===== src/rtl/RISCV.sv =====
// Shared RISC-V pipeline package: datapath width, fetch FSM states and fetch queue entry.
package RISCV;

    localparam int WIDTH = 32;

    typedef enum logic [1:0] {
        FS_BOOT  = 2'd0,
        FS_RUN   = 2'd1,
        FS_FAULT = 2'd2
    } fetch_state_t;

    typedef struct packed {
        logic [WIDTH-1:0] instr;
        logic [WIDTH-1:0] pc;
    } fq_entry_t;

    localparam logic [WIDTH-1:0] NOP = 32'h0000_0013;

endpackage


===== src/rtl/fetch_fifo.sv =====
// Small synchronous FIFO with flush, occupancy count and full/empty flags.
// Used by fetch_stage for both the in-flight address queue and the fetch queue.
module fetch_fifo #(
    parameter int DATA_W = 32,
    parameter int DEPTH  = 2
) (
    input  logic                     clk,
    input  logic                     rst,
    input  logic                     flush,
    input  logic                     push,
    input  logic [DATA_W-1:0]        push_data,
    input  logic                     pop,
    output logic [DATA_W-1:0]        head,
    output logic [$clog2(DEPTH):0]   count,
    output logic                     full,
    output logic                     empty
);
    localparam int PTR_W = $clog2(DEPTH);
    localparam logic [PTR_W:0] DEPTH_C = (PTR_W+1)'(DEPTH);

    logic [DATA_W-1:0] mem [DEPTH];
    logic [PTR_W:0]    wr_ptr;
    logic [PTR_W:0]    rd_ptr;

    assign count = wr_ptr - rd_ptr;
    assign full  = (count == DEPTH_C);
    assign empty = (count == '0);
    assign head  = mem[rd_ptr[PTR_W-1:0]];

    // Pointers carry one extra wrap bit so full and empty are distinguishable.
    always_ff @(posedge clk or posedge rst) begin
        if (rst) begin
            wr_ptr <= '0;
            rd_ptr <= '0;
        end else if (flush) begin
            wr_ptr <= '0;
            rd_ptr <= '0;
        end else begin
            if (push && !full)
                wr_ptr <= wr_ptr + (PTR_W+1)'(1);
            if (pop && !empty)
                rd_ptr <= rd_ptr + (PTR_W+1)'(1);
        end
    end

    always_ff @(posedge clk) begin
        if (push && !full && !flush)
            mem[wr_ptr[PTR_W-1:0]] <= push_data;
    end

endmodule


===== src/rtl/fetch_stage.sv =====
// Instruction fetch stage: owns the PC, issues pipelined imem requests, queues responses in order
// and drops stale ones after a redirect. Define FETCH_PERF_CNT_EN to add stall/flush counters.
module fetch_stage
    import RISCV::*;
#(
    parameter logic [WIDTH-1:0] RESET_PC   = 32'h0000_0000,
    parameter int               FIFO_DEPTH = 2
) (
    input  logic             i_clk,
    input  logic             i_rst,
    output logic             o_imem_req,
    output logic [WIDTH-1:0] o_imem_addr,
    input  logic             i_imem_gnt,
    input  logic             i_imem_rvalid,
    input  logic [WIDTH-1:0] i_imem_rdata,
    input  logic             i_redirect,
    input  logic [WIDTH-1:0] i_redirect_pc,
    output logic             o_valid,
    input  logic             i_ready,
    output logic [WIDTH-1:0] o_instruccion,
    output logic [WIDTH-1:0] o_pc,
    output logic [WIDTH-1:0] o_pc_plus4,
    output logic             o_fault
`ifdef FETCH_PERF_CNT_EN
    ,
    output logic [31:0]      o_stall_cnt,
    output logic [31:0]      o_flush_cnt
`endif
);
    localparam int CNT_W  = $clog2(FIFO_DEPTH) + 1;
    localparam int DISC_W = 8;
    localparam logic [CNT_W:0] DEPTH_C = (CNT_W+1)'(FIFO_DEPTH);

    fetch_state_t      state;
    logic [WIDTH-1:0]  fetch_pc;
    logic [DISC_W-1:0] discard_cnt;

    logic [CNT_W-1:0]  addr_count;
    logic [CNT_W-1:0]  q_count;
    logic              addr_full;
    logic              addr_empty;
    logic              q_full;
    logic              q_empty;
    logic [WIDTH-1:0]  addr_head;
    fq_entry_t         q_push_data;
    fq_entry_t         q_head;

    logic              misaligned;
    logic              deq;
    logic              accept;
    logic              rsp_tracked;
    logic              rsp_discard;
    logic              rsp_push;
    logic [CNT_W:0]    credit_used;
    logic [DISC_W:0]   in_flight;

    assign misaligned = |i_redirect_pc[1:0];
    assign o_valid    = !q_empty && (state != FS_FAULT);
    assign deq        = o_valid && i_ready && !i_redirect;

    // The head leaving this cycle frees its slot, so a 1-cycle memory sustains one fetch per cycle.
    assign credit_used = {1'b0, addr_count} + {1'b0, q_count} - {{CNT_W{1'b0}}, deq};
    assign o_imem_req  = (state == FS_RUN) && !i_redirect && !addr_full && (credit_used < DEPTH_C);
    assign o_imem_addr = fetch_pc;
    assign accept      = o_imem_req && i_imem_gnt;

    // Responses with nothing in flight belong to requests issued before reset and are ignored.
    assign in_flight   = {1'b0, discard_cnt} + (DISC_W+1)'(addr_count);
    assign rsp_tracked = i_imem_rvalid && (in_flight != '0);
    assign rsp_discard = rsp_tracked && (i_redirect || (discard_cnt != '0));
    assign rsp_push    = rsp_tracked && !rsp_discard && !addr_empty && !q_full;
    assign q_push_data = '{instr: i_imem_rdata, pc: addr_head};

    fetch_fifo #(.DATA_W(WIDTH), .DEPTH(FIFO_DEPTH)) u_addr_q (
        .clk       (i_clk),
        .rst       (i_rst),
        .flush     (i_redirect),
        .push      (accept),
        .push_data (fetch_pc),
        .pop       (rsp_push),
        .head      (addr_head),
        .count     (addr_count),
        .full      (addr_full),
        .empty     (addr_empty)
    );

    fetch_fifo #(.DATA_W($bits(fq_entry_t)), .DEPTH(FIFO_DEPTH)) u_fetch_q (
        .clk       (i_clk),
        .rst       (i_rst),
        .flush     (i_redirect),
        .push      (rsp_push),
        .push_data (q_push_data),
        .pop       (deq),
        .head      (q_head),
        .count     (q_count),
        .full      (q_full),
        .empty     (q_empty)
    );

    // A redirect turns every in-flight response into a discard, minus one arriving right now.
    always_ff @(posedge i_clk or posedge i_rst) begin
        if (i_rst) begin
            state       <= FS_BOOT;
            fetch_pc    <= RESET_PC;
            discard_cnt <= '0;
        end else if (i_redirect) begin
            state       <= misaligned ? FS_FAULT : FS_RUN;
            fetch_pc    <= i_redirect_pc;
            discard_cnt <= DISC_W'(in_flight - {{DISC_W{1'b0}}, rsp_tracked});
        end else begin
            if (state == FS_BOOT)
                state <= FS_RUN;
            if (accept)
                fetch_pc <= fetch_pc + WIDTH'(4);
            if (rsp_discard)
                discard_cnt <= discard_cnt - DISC_W'(1);
        end
    end

    assign o_instruccion = o_valid ? q_head.instr : '0;
    assign o_pc          = o_valid ? q_head.pc : RESET_PC;
    assign o_pc_plus4    = o_pc + WIDTH'(4);
    assign o_fault       = (state == FS_FAULT);

`ifdef FETCH_PERF_CNT_EN
    always_ff @(posedge i_clk or posedge i_rst) begin
        if (i_rst) begin
            o_stall_cnt <= '0;
            o_flush_cnt <= '0;
        end else begin
            if (o_valid && !i_ready && (o_stall_cnt != '1))
                o_stall_cnt <= o_stall_cnt + 32'd1;
            if (i_redirect && (o_flush_cnt != '1))
                o_flush_cnt <= o_flush_cnt + 32'd1;
        end
    end
`endif

endmodule


===== config.mk =====
export PLATFORM = sky130hd
export DESIGN_NAME = fetch_stage
export DESIGN_NICKNAME = d
export VERILOG_FILES = /design/src/rtl/RISCV.sv /design/src/rtl/fetch_fifo.sv /design/src/rtl/fetch_stage.sv
export SDC_FILE = /design/constraint.sdc
export NUM_CORES = 1
export LEC_CHECK = 0
export CAP_MARGIN = 20
export CORE_MARGIN = 2
export CORE_UTILIZATION = 42
export CTS_BUF_LIST = sky130_fd_sc_hd__clkbuf_8 sky130_fd_sc_hd__clkbuf_16
export DETAILED_ROUTE_END_ITERATION = 7
export GPL_TIMING_DRIVEN = 0
export MAX_ROUTING_LAYER = met4
export PLACE_DENSITY = 0.66
export SLEW_MARGIN = 30
export SYNTH_ARGS = -nofsm -noshare
export SYNTH_HDL_FRONTEND = slang
export SYNTH_SLANG_ARGS = --single-unit

===== constraint.sdc =====
create_clock -name i_clk -period 6.2 [get_ports i_clk]
set_input_delay 0.93 -clock i_clk [delete_from_list [all_inputs] [get_ports i_clk]]
set_output_delay 0.93 -clock i_clk [all_outputs]
set_load 0.02 [all_outputs]

== Word-level counts from Yosys, hierarchy flattened ==
Memory sizes are Yosys's and may differ from the RTL's.
Cells that the tools add are included.
Widths: inputs -> output; s select.

* Add/sub/neg operators: 13
* Order comparisons: 1
* Equality and inequality tests: 5
* Mux-type cells: 21
* Reductions and logical operators: 38

{| class="wikitable"
|+ Operators by type and width
! operator !! number
|-
| $mux 32 || 4
|-
| $add 32x3->32 const B || 2
|-
| $mux 2 || 11
|-
| $logic_and 1x1->1 || 18
|-
| $mux 8 || 2
|-
| $reduce_bool 2->1 || 7
|-
| $add 8x2->9 || 1
|-
| $reduce_bool 9->1 || 1
|-
| $add 2x1->2 const B || 4
|-
| $reduce_bool 8->1 || 1
|-
| $sub 8x1->8 || 1
|-
| $sub 8x1->8 const B || 1
|-
| $eq 2x2->1 const B || 3
|-
| $logic_not 1->1 || 6
|-
| $logic_not 2->1 || 3
|-
| $mux 1 || 4
|-
| $sub 2x2->2 || 2
|-
| $add 2x2->3 || 1
|-
| $lt 3x2->1 const B || 1
|-
| $sub 3x1->3 || 1
|-
| $eq 2x1->1 const B || 1
|-
| $ne 2x2->1 const B || 1
|-
| $reduce_or 2->1 || 1
|-
| $logic_or 1x1->1 || 1
|}

* Flip-flop bits (word level): 50
* Bits in writable memories: 192
* Input bits: 70
* Output and inout port bits: 131
* Word-level logic and storage cells: 87
* Memories: 2

{| class="wikitable"
|+ Memory list
! memory !! depth !! bits a word !! read ports !! clocked after memory_dff !! wr ports !! line !! RTL
|-
| u_fetch_q.mem || 2 || 64 || 1 || 0 || 1 || fetch_fifo.sv:21 || <nowiki>logic [DATA_W-1:0] mem [DEPTH];</nowiki>
|-
| u_addr_q.mem || 2 || 32 || 1 || 0 || 1 || fetch_fifo.sv:21 ||
|}

== Depth between registers and ports, before layout ==
* Depth in word-level cells: 14
* Gate-level depth with buffers: 18
* Mapped depth without buffers: 16

== Cells and area by module ==
A second synthesis with hierarchy kept.

* Cells, all modules: 873
* Area, all modules: 11395.9 sq um

{| class="wikitable"
|+ Modules (own cells, without submodules)
! module !! instances !! cells each !! area each (sq um)
|-
| fetch_fifo at u_fetch_q || 1 || 238 || 4933.5
|-
| fetch_stage || 1 || 498 || 3824.9
|-
| fetch_fifo at u_addr_q || 1 || 137 || 2637.5
|}

== Least setup slack after synthesis ==
No wires, ideal clock.

* Path type: input-to-reg
* From: in i_redirect
* To: mem u_addr_q.mem[0][0], enable pin
* Setup time: 0.424 ns
* Arrival: 5.019 ns
* Path slack: 0.757 ns
* Stages: 12
* Cell sequence: clkbuf_1 > clkbuf_1 > clkbuf_1 > nor2_1 > ha_1 > nor2_1 > fa_1 > nor4b_1 > o2111ai_1 > clkbuf_1 > clkbuf_1 > nor2_1

* Cells in the longest elaborated chain, start to end: 10
* Elaborated cells between the ends (all ways): 12
* Those cells by class: add/sub (1); order compare (1); mux (2); reduce/logical (8)

{| class="wikitable"
|+ Ends and longest elaborated chain
! item !! line !! RTL
|-
| start, declared || fetch_stage.sv:16 || <nowiki>input logic i_redirect,</nowiki>
|-
| $logic_not 1->1 (*) || fetch_fifo.sv:47, fetch_stage.sv:59, fetch_stage.sv:63 ||
|-
| $logic_and 1x1->1 || fetch_stage.sv:59 || <nowiki>assign deq = o_valid && i_ready && !i_redirect;</nowiki>
|-
| $sub 3x1->3 || fetch_stage.sv:62 || <nowiki>assign credit_used = {1'b0, addr_count} + {1'b0, q_count} - {{CNT_W{1'b0}}, deq};</nowiki>
|-
| $lt 3x2->1 || fetch_stage.sv:63 || <nowiki>assign o_imem_req = (state == FS_RUN) && !i_redirect && !addr_full && (credit_used < DEPTH_C);</nowiki>
|-
| $logic_and 1x1->1 || fetch_stage.sv:63 ||
|-
| $logic_and 1x1->1 || fetch_stage.sv:65 || <nowiki>assign accept = o_imem_req && i_imem_gnt;</nowiki>
|-
| $logic_and 1x1->1 || fetch_fifo.sv:47 || <nowiki>if (push && !full && !flush)</nowiki>
|-
| $logic_and 1x1->1 (*) || fetch_fifo.sv:47 ||
|-
| $mux 1 (*) || fetch_fifo.sv:47 ||
|-
| $mux 1 (not written as such) (*) || fetch_fifo.sv:48 || <nowiki>mem[wr_ptr[PTR_W-1:0]] <= push_data;</nowiki>
|-
| end, declared || fetch_fifo.sv:21 ||
|}

Mark *: on every way between the ends. The rest lies on a longest branch, timed or not.

== Worst setup path in the final report ==
* From: reg u_fetch_q.rd_ptr[0]
* To: out o_pc_plus4[30]

* Cells in the longest elaborated chain, start to end: 6
* Elaborated cells between the ends (all ways): 7
* Those cells by class: add/sub (2); mux (1); reduce/logical (3); memory (1)

{| class="wikitable"
|+ Ends and longest elaborated chain
! item !! line !! RTL
|-
| start, declared || fetch_fifo.sv:23 || <nowiki>logic [PTR_W:0] rd_ptr;</nowiki>
|-
| start signal, assigned || fetch_fifo.sv:42 || <nowiki>rd_ptr <= rd_ptr + (PTR_W+1)'(1);</nowiki>
|-
| $sub 2x2->2 || fetch_fifo.sv:25 || <nowiki>assign count = wr_ptr - rd_ptr;</nowiki>
|-
| $logic_not 2->1 || fetch_fifo.sv:27 || <nowiki>assign empty = (count == '0);</nowiki>
|-
| $logic_not 1->1 || fetch_stage.sv:58 || <nowiki>assign o_valid = !q_empty && (state != FS_FAULT);</nowiki>
|-
| $logic_and 1x1->1 || fetch_stage.sv:58 ||
|-
| $mux 32 (*) || fetch_stage.sv:121 || <nowiki>assign o_pc = o_valid ? q_head.pc : RESET_PC;</nowiki>
|-
| $add 32x3->32 (*) || fetch_stage.sv:122 || <nowiki>assign o_pc_plus4 = o_pc + WIDTH'(4);</nowiki>
|-
| end, declared || fetch_stage.sv:22 || <nowiki>output logic [WIDTH-1:0] o_pc_plus4,</nowiki>
|}

Marked as above.

==> flow_summary.toml <==
[run_status]
outcome = "complete, no violations"

[final_layout]
fill_cells = 2154
final_common_cell = "clkdlybuf4s50_1"
finalInstanceArea_mm2 = 0.0146
final_cells = 1443
antennaDiodeCount = 0
post-route-util_pct = 55.9
final_nets = 1175
area_delta_synth_final_pct = 30.6
drive_above_1_share_pct = 10.1
layout_common_cells = "clkdlybuf4s50_1, edfxtp_1, nor2_1"

[place]
post-place-ws_ns = 0.0614
dpl.hpwl_mm = 20.6
dp_cells = 1403
place_area_mm2 = 0.0138
gp_congestion = 0.852
portBuffers = 199

[drt]
drtIter0Drc = 525
viasPerCell = 5.32
drtPass1Iterations = 7
ant_nets = 0
vias = 7678
wl_per_cell_um = 19.0
drc_errors = 0
wl_mm = 27.4

[global_route]
grt_pass1_vias = 7657
gr-total-overflow = 0
grt_antenna_before_repair = 0
grt_pass1_wl_mm = 42.8
grt.total_usage_pct = 20.0
grt_max_degree = 42

[synth]
synth_xor_xnor_area_share_pct = 4.73
synth-simple-area-share_pct = 12.0
muxShareOfSynthArea_pct = 9.10
synth_area_per_cell_um2 = 13.0
synth.distinct_cells = 70
ys_seq_elements = 242
ys.flop_type = "edfxtp_1"
synth-adder-area-share_pct = 1.70
synth_edf_count = 192
synthCells = 859
ys_warn_count = 0
yosysSeqAreaShare_pct = 62.9
synthArstFlopShare_pct = 20.7
synth_fp_nets = 943
synth.cell_area_mm2 = 0.0112
synth-compound-area-share_pct = 6.87
synth_top_family_by_area = "simple AND/OR/NAND/NOR gates"

[critical_path]
cp-start-kind = "register"
critPathRequiredTime_ns = 5.27
cpMostUsedCell = "buf_2"
cp_cell_sequence = "buf_2 > buf_2 > buf_2 > clkbuf_4 > mux2i_1 > nor2_1 > ha_1 > nand4b_1 > nand2_1 > nand4_1 > or3_1 > buf_2 > nor3_2 > xor2_1 > clkdlybuf4s50_1"
slowest_delay_ns = 0.62
r2r_end = "u_addr_q.mem[0][18]"
startpoint = "u_fetch_q.rd_ptr[0]"
cp_max_fo = 19
cp-endpoint = "o_pc_plus4[30]"
worstSetupEndpointType = "primary output"
r2r_setup_slack_ns = 1.27
reg2regPathDepth = 17
critPathKind = "register to primary output"
reg2reg_from = "u_fetch_q.wr_ptr[0]"
slowest_stage = "clkdlybuf4s50_1"
arrival_ns = 4.94

[job]
drv_cap = 0

[pwr]
p_sw_share_pct = 23.9
combPwrFrac_pct = 11.3
powerDensity_mw_per_mm2 = 251
clkPwrFrac_pct = 37.7
internal_power_mw = 2.79
p_leak_nw = 5.07
ir_drop_uv = 220
p_sw_mw = 0.877
seqPwrFrac_pct = 51.0

[min_path]
hold_path_class = "register to register"
whs_path_depth = 1

[cts]
cts_hold_buf = 0
root_buffer = "clkbuf_16"
cts_made_buffers = 25
cts-htree-levels = 1
cts_buffer_depth = 3
clock-sinks = 242
worstSkewPairLatency_ns = 0.53
clk_pin_slew_ns = 0.06
cts_tree = "built"

[sta]
max_freq_mhz = 170
maxSlewViolCount = 0
finClkSkew_ns = 0.0192
tightest_slew_ns = 0.827
rsz0062_at_grt = "false"
hold_slack_ns = 0.491
worst_slack_ns = 0.328
setup_violations = 0
slew_headroom_pct = 44.3
period_share_pct = 94.7
hold_viol_final = 0
fin_crit_ns = 5.87

[die]
core-area_mm2 = 0.0261
dieArea_mm2 = 0.0279
top_level_ports = 201
rows = 59
die_h_um = 167
start_util_pct = 42.8
die_w_um = 167
[worst max-delay path: cells and delay by family, from the launching register on]
family / cells / cell delay (ns)
mux: 1 / 0.13
fa+ha+maj: 1 / 0.25
xor+xnor: 1 / 0.16
flops: 1 / 0.36
buf+inv: 6 / 2.17
simple gates: 6 / 1.32
[cells by family after synthesis]
group           Yosys count
mux                      97
xor+xnor                 57
simple gates            270
compound gates          109
fa+ha+maj                14
flops                   242
buf+inv                  70
[layer usage]
metal | up-vias | part of all wire, % | GRT usage, % | wire, µm
met2 | 251 | 47 | 31.6 | 12800
met3 | 51 | 5.5 | 2.88 | 1520
met1 | 3720 | 45 | 27.1 | 12300
met5 | - | 0 | - | 0
li1 | 3656 | - | - | -
met4 | 0 | 3.0 | 6.00 | 816
[layout make-up]
class	instances	area (µm²)	area share [%]
Tap cell	335	419	2.88
Clock inverter	17	101	0.695
Timing Repair Buffer	209	2220	15.3
Inverter	25	109	0.747
Multi-Input combinational cell	547	3860	26.5
Buffer	41	190	1.30
Sequential cell	242	7020	48.1
Clock buffer	27	653	4.48
[stage by stage]
| stage | total power, mW | setup TNS (ns) |
|---|---|---|
| global placement | 2.30 | -140.96 |
| floorplan | 2.14 | 0 |
| global route | 3.81 | 0 |
| detailed placement | 2.31 | 0 |
| CTS | 3.70 | 0 |
| finish | 3.66 | 0 |
[worst min-delay path by stage]
| stage | from | to | slack (ns) |
|---|---|---|---|
| floorplan | u_addr_q.wr_ptr[1] | u_addr_q.wr_ptr[1] | 0.45 |
| CTS | u_addr_q.wr_ptr[1] | u_addr_q.wr_ptr[1] | 0.49 |
| finish | u_addr_q.wr_ptr[1] | u_addr_q.wr_ptr[1] | 0.49 |
| global placement | u_addr_q.wr_ptr[1] | u_addr_q.wr_ptr[1] | 0.47 |
| detailed placement | u_addr_q.wr_ptr[1] | u_addr_q.wr_ptr[1] | 0.47 |
| global route | u_addr_q.wr_ptr[1] | u_addr_q.wr_ptr[1] | 0.52 |
[cell usage after synthesis, types with 3 or more instances]
| library cell | number | area (µm²) |
|---|---|---|
| nand4_1 | 20 | 125 |
| clkbuf_1 | 24 | 90.1 |
| o21a_1 | 3 | 22.5 |
| ha_1 | 12 | 150 |
| xor2_1 | 30 | 263 |
| a31oi_1 | 5 | 31.3 |
| a22oi_1 | 5 | 37.5 |
| nor3_1 | 11 | 55.1 |
| xnor2_1 | 25 | 219 |
| nand2_1 | 58 | 218 |
| a21oi_1 | 17 | 85.1 |
| mux2_2 | 36 | 405 |
| edfxtp_1 | 192 | 5770 |
| nor4b_1 | 3 | 26.3 |
| buf_1 | 6 | 22.5 |
| o311ai_0 | 5 | 43.8 |
| or3_1 | 7 | 43.8 |
| buf_2 | 11 | 55.1 |
| mux2i_1 | 61 | 611 |
| nor2_1 | 97 | 364 |
| o22ai_1 | 3 | 18.8 |
| a32oi_1 | 3 | 26.3 |
| nand3b_1 | 6 | 45.0 |
| o21ai_0 | 32 | 160 |
| nand2b_1 | 3 | 18.8 |
| a32o_1 | 3 | 30.0 |
| a221o_1 | 4 | 40.0 |
| nor4_1 | 4 | 25.0 |
| dfrtp_1 | 50 | 1250 |
| and3_1 | 8 | 50.1 |
| and4_1 | 5 | 43.8 |
| nand3_1 | 22 | 110 |
| inv_1 | 24 | 90.1 |
| o211ai_1 | 6 | 45.0 |
| nor2b_1 | 9 | 56.3 |
| a21o_1 | 4 | 30.0 |
[power by group through the flow]
stage | combinational [mW] | sequential [mW] | clock, mW
after CTS | 0.414 | 1.87 | 1.41
final | 0.413 | 1.87 | 1.38
after global placement | 0.400 | 1.90 | 0
after floorplan | 0.231 | 1.91 | 0
after detailed placement | 0.410 | 1.90 | 0
after global routing | 0.456 | 1.88 | 1.47
[registers in the layout, indices dropped and copies added, names as in the netlist]
register          count
u_fetch_q.rd_ptr      2
u_fetch_q.mem       128
u_addr_q.wr_ptr       2
u_fetch_q.wr_ptr      2
o_imem_addr          32
discard_cnt           8
u_addr_q.mem         64
u_addr_q.rd_ptr       2
state                 2
[repair_timing]
action                                  CTS  global route
endpoints found under the setup margin    9             4
resized for setup                         5             2
buffers inserted                          0             0
cloned                                    0             0
hold endpoints to repair                  0             0
(Power assumes the default switching activity.)
